`src/rtl/seq_detector_prog.sv`:
```
// Runtime-programmable serial pattern detector with registered match pulse.
// Supports overlapping/non-overlapping detection and a saturating match counter.
module seq_detector_prog #(
    parameter int                 MAX_LEN     = 8,
    parameter int                 LEN_W       = 4,
    parameter int                 CNT_W       = 8,
    parameter logic [MAX_LEN-1:0] DEFAULT_PAT = 8'b0000_0111,
    parameter logic [LEN_W-1:0]   DEFAULT_LEN = 4'd4
) (
    input  logic               clk,
    input  logic               rst,
    input  logic               in,
    input  logic               in_valid,
    input  logic               cfg_load,
    input  logic [MAX_LEN-1:0] cfg_pattern,
    input  logic [LEN_W-1:0]   cfg_len,
    input  logic               cfg_overlap,
    input  logic               cnt_clr,
    output logic               out,
    output logic [CNT_W-1:0]   match_cnt
);

    localparam logic [LEN_W-1:0] MAX_LEN_L = LEN_W'(MAX_LEN);

    logic [MAX_LEN-1:0] hist_q, hist_d;
    logic [LEN_W-1:0]   fill_q, fill_d;
    logic [MAX_LEN-1:0] pat_q, pat_d;
    logic [LEN_W-1:0]   len_q, len_d;
    logic               overlap_q, overlap_d;
    logic               out_q, out_d;
    logic [CNT_W-1:0]   cnt_q, cnt_d;

    logic [MAX_LEN-1:0] hist_n;
    logic [LEN_W:0]     fill_inc;
    logic [LEN_W-1:0]   fill_n;
    logic               pat_eq;
    logic               match;

    always_comb begin
        hist_n   = {hist_q[MAX_LEN-2:0], in};
        fill_inc = {1'b0, fill_q} + (LEN_W+1)'(1);
        fill_n   = (fill_inc > {1'b0, len_q}) ? len_q : fill_inc[LEN_W-1:0];

        // Only the low len bits of history and pattern take part in the compare
        pat_eq = 1'b1;
        for (int i = 0; i < MAX_LEN; i++) begin
            if ((i < int'(len_q)) && (hist_n[i] != pat_q[i])) begin
                pat_eq = 1'b0;
            end
        end

        match = in_valid && !cfg_load && (fill_n == len_q)
              && pat_eq && (len_q != '0);
    end

    always_comb begin
        hist_d    = hist_q;
        fill_d    = fill_q;
        pat_d     = pat_q;
        len_d     = len_q;
        overlap_d = overlap_q;
        out_d     = match;

        if (cfg_load) begin
            pat_d     = cfg_pattern;
            len_d     = (cfg_len > MAX_LEN_L) ? MAX_LEN_L : cfg_len;
            overlap_d = cfg_overlap;
            hist_d    = '0;
            fill_d    = '0;
        end else if (in_valid) begin
            hist_d = hist_n;
            fill_d = (match && !overlap_q) ? '0 : fill_n;
        end

        cnt_d = cnt_clr ? '0 : cnt_q;
        if (match && (cnt_d != '1)) begin
            cnt_d = cnt_d + CNT_W'(1);
        end
    end

    always_ff @(posedge clk) begin
        if (!rst) begin
            hist_q    <= '0;
            fill_q    <= '0;
            pat_q     <= DEFAULT_PAT;
            len_q     <= DEFAULT_LEN;
            overlap_q <= 1'b1;
            out_q     <= 1'b0;
            cnt_q     <= '0;
        end else begin
            hist_q    <= hist_d;
            fill_q    <= fill_d;
            pat_q     <= pat_d;
            len_q     <= len_d;
            overlap_q <= overlap_d;
            out_q     <= out_d;
            cnt_q     <= cnt_d;
        end
    end

    assign out       = out_q;
    assign match_cnt = cnt_q;

endmodule

```
`config.mk`:
```
export PLATFORM = sky130hd
export DESIGN_NAME = seq_detector_prog
export DESIGN_NICKNAME = d
export VERILOG_FILES = /design/src/rtl/seq_detector_prog.sv
export SDC_FILE = /design/constraint.sdc
export NUM_CORES = 1
export LEC_CHECK = 0
export ABC_AREA = 1
export ABC_CLOCK_PERIOD_IN_PS = 2700
export BUFFER_PORTS_ARGS = -buffer_cell sky130_fd_sc_hd__buf_2
export CAP_MARGIN = 20
export CORE_AREA = 2 2 68 70
export CTS_BUF_LIST = sky130_fd_sc_hd__clkbuf_4 sky130_fd_sc_hd__clkbuf_8 sky130_fd_sc_hd__clkbuf_16
export CTS_CLUSTER_DIAMETER = 120
export CTS_CLUSTER_SIZE = 30
export DETAILED_ROUTE_END_ITERATION = 8
export DIE_AREA = 0 0 70 72
export HOLD_SLACK_MARGIN = 0.12
export PLACE_DENSITY = 0.69
export SYNTH_ARGS = -nofsm -noshare
export SYNTH_HDL_FRONTEND = slang
export SYNTH_SLANG_ARGS = --single-unit
export TNS_END_PERCENT = 5
```
`constraint.sdc`:
```
create_clock -name clk -period 2.7 [get_ports clk]
set_clock_uncertainty 0.1 [all_clocks]
set_input_delay 0.675 -clock clk [delete_from_list [all_inputs] [get_ports clk]]
set_output_delay 0.675 -clock clk [all_outputs]
set_load 0.005 [all_outputs]
```
==> results by group <==
Final layout
  – Fillcell total: 428
  – # nets final: 323
  – Ant. Diodes: 0
  – Synth-to-Final Area Change: 19.0%
  – Share of layout cells above drive strength 1: 22.2%

Worst setup path
  – CP max stage delay: 0.39 ns
  – Critical path arrival: 2.60 ns
  – Element type at the critical path start: flop
  – FF-to-FF path depth: 13
  – Worst Setup End Kind: flop
  – CP required: 2.76 ns
  – Worst-path fanout max: 12
  – CP max stage cell: dfxtp_2
  – WS Path Type: flop to flop
  – Worst-path cell chain: ha_2 -> xor2_2 -> ha_1 -> nand2_1 -> nor2_2 -> nand3_1 -> nand2_4 -> nand3b_1 -> nand3_2 -> nor2_4 -> nand3b_1 -> nand2_1 -> a21oi_1

Global route
  – First-pass GRT wire length: 7100 um
  – GRT Util Overall: 17.4%
  – Vias in the first global route: 1613
  – Pin count of the biggest net entering global routing: 16
  – Initial antenna violation count: 0
  – GRT Residual Overflow: 0

CTS
  – CTS clock-pin slew for the worst setup and hold paths: 0.06 ns
  – Max clock buf depth: 2
  – Clk Tree Root Cell: clkbuf_8
  – Cts bufs inserted: 5
  – Htree depth: 2
  – CTS tree: built
  – Worst-Skew Late Latency: 0.28 ns
  – Sinks on Clock Net: 33

Yosys
  – Top-count cell post-synth: nand2_1
  – Synth top area cells: dfxtp_1 36%, nand2_1 13%, nor2_1 6.3%, xor2_1 5.7%, a21oi_1 5.1%
  – Avg Cell Area, Syn: 7.14 sq um
  – Leading area contributor after synthesis: dfxtp_1
  – Synth top cells by count: 63 x nand2_1, 33 x dfxtp_1, 31 x nor2_1
  – Synth Warn #: 0
  – Ys async rst share: 0%
  – Mapped cell area: 0.00185 sq mm
  – Synthesized net count: 284
  – Synth top area share: 35.7%
  – Synthesized instance count: 259
  – Seq/Total Area, Yosys: 35.7%
  – Synth cell types: 27
  – Top_reg_cell synth: dfxtp_1
  – Seq cells post-synth: 33
  – EDFF count, synth: 0

Outcome
  – Run status: finished clean

STA
  – Period utilisation layout: 94.2%
  – Max Clock Freq: 0.393 GHz
  – Finish-stage setup viols: 0
  – Count of final hold-check violations: 0
  – Post-layout min period: 2.54 ns
  – Slew @ Worst Pin: 0.440 ns
  – Rel. slew slack: 70.6%
  – Final Max Tran Viols: 0
  – Setup TNS Final: 0 ns

Floorplan
  – I/O pins: 28
  – Die area: 0.00504 sq mm
  – Core area: 0.00426 sq mm
  – Die Wd: 70 um
  – Row cnt: 24
  – Initial Util: 43.3%
  – Die Height: 72 um

Hold path
  – Hold depth: 2
  – Worst Hold Class: flop to flop

Pwr
  – Share of total power in sequential cells: 50.0%
  – LEAKAGE: 0.000991 uW
  – Worst vdd ir: 0.281 mV
  – Pwr Density: 474 mW/mm^2
  – Comb pwr share: 17.6%
  – Tot Pwr: 1040 uW
  – Psw: 295 uW
  – Int Pwr: 747 uW
  – Switching share of power: 28.3%
  – Clk network pwr share: 32.4%

Detailed routing
  – Routed via count: 1749
  – Final ANT Viol Nets: 0
  – DRT iter0 DRCs: 101
  – Drt drc: 0
  – Vias per cell: 5.01
  – Drt first pass iters: 4
  – Routed len/inst: 12.3 um
  – WL final: 4280 um

Job
  – Max cap viols: 0

Placed design
  – Number of buffers added on ports: 27
  – Post-DP HPWL: 3070 um
  – Gpl congestion: 0.921
==> layout by cell type (no fill, tap or decap), drive strengths merged <==
| cell | count |
|---|---|
| nor4 | 1 |
| nand4 | 8 |
| o211ai | 1 |
| a211oi | 4 |
| nand2 | 66 |
| dfxtp | 33 |
| buf | 38 |
| o21ai | 9 |
| a21oi | 20 |
| inv | 24 |
| nor3 | 1 |
| ha | 6 |
| clkinv | 2 |
| nand3 | 25 |
| clkbuf | 5 |
| xnor2 | 4 |
| xor2 | 12 |
| nor2 | 35 |
| nand3b | 3 |
==> final cells by class <==
| type | count | area [sq um] | share of cell area, % |
|---|---|---|---|
| Clock inverter | 1 | 5.00 | 0.228 |
| Sequential cell | 33 | 663 | 30.1 |
| Clock buffer | 5 | 68.8 | 3.13 |
| Tap cell | 52 | 65.1 | 2.96 |
| Multi-Input combinational cell | 195 | 1090 | 49.4 |
| Timing Repair Buffer | 38 | 218 | 9.90 |
| Inverter | 25 | 93.8 | 4.27 |
==> logic make-up after synthesis <==
logic type / count (synthesis) / share of synthesized area [%]
and+or+nand+nor: 138 / 35.0
AOI/OAI and AO/OA: 34 / 10.5
DFF: 33 / 35.7
buffers and inverters: 32 / 7.11
xor gates and xnor gates: 16 / 7.58
adders and majority gates: 6 / 4.06
==> power groups by stage <==
stage / clock [uW] / combinational, uW / sequential, uW
after global routing: 366 / 207 / 523
final: 338 / 184 / 521
after detailed placement: 0 / 162 / 531
after floorplan: 0 / 128 / 526
after CTS: 343 / 171 / 520
after global placement: 0 / 160 / 530
==> registers in the layout (all words and copies together), names as in the netlist <==
signal,flops
len_q,4
pat_q,8
fill_q,4
out,1
hist_q,7
match_cnt,8
overlap_q,1
==> final timing paths <==
| path | slack, ns | endpoint | startpoint |
|---|---|---|---|
| max | 0.16 | fill_q[3]$_SDFFE_PP0P_ | fill_q[0]$_SDFFE_PP0P_ |
| min | 0.38 | hist_q[6]$_SDFFE_PP0P_ | hist_q[6]$_SDFFE_PP0P_ |
| max reg2reg | 0.16 | fill_q[3]$_SDFFE_PP0P_ | fill_q[0]$_SDFFE_PP0P_ |
| min reg2reg | 0.38 | hist_q[6]$_SDFFE_PP0P_ | hist_q[6]$_SDFFE_PP0P_ |
==> worst max-delay path, delay by kind of cell, from the launching register on <==
kind,cells,cell delay [ns]
AO/OA/AOI/OAI,1,0.06
flip-flops,1,0.39
AND/OR/NAND/NOR,9,1.13
XOR/XNOR,1,0.22
adder cells (fa/ha/maj),2,0.51
==> repair_timing <==
item                       CTS  global route
pin swaps                    1             5
setup endpoints to repair    7            13
cloned                       0             1
gates resized for setup      0             8
hold buffers                 0             0
buffers inserted             3             5
==> stage by stage <==
stage | util (%) | area, sq um | setup slack, ns | hold WS [ns] | cells
after floorplan | - | 1850 | 0.268 | 0.320 | 259
after global placement | 47.7 | 2030 | 0.152 | 0.361 | 334
after detailed placement | 47.7 | 2030 | -0.00133 | 0.369 | 334
after CTS | 49.9 | 2130 | 0.00707 | 0.385 | 343
after global routing | 51.6 | 2200 | -0.0458 | 0.399 | 349
final | 51.6 | 2200 | 0.156 | 0.380 | 349
==> layer usage <==
metal / vias up / track usage [%] / routed length (um)
met3: 4 / 4.44 / 175
met5: - / 0 / 0
met1: 794 / 22.2 / 2010
li1: 916 / - / -
met2: 35 / 29.2 / 2060
met4: 0 / 5.13 / 35
Power figures use the tool's default switching activity.
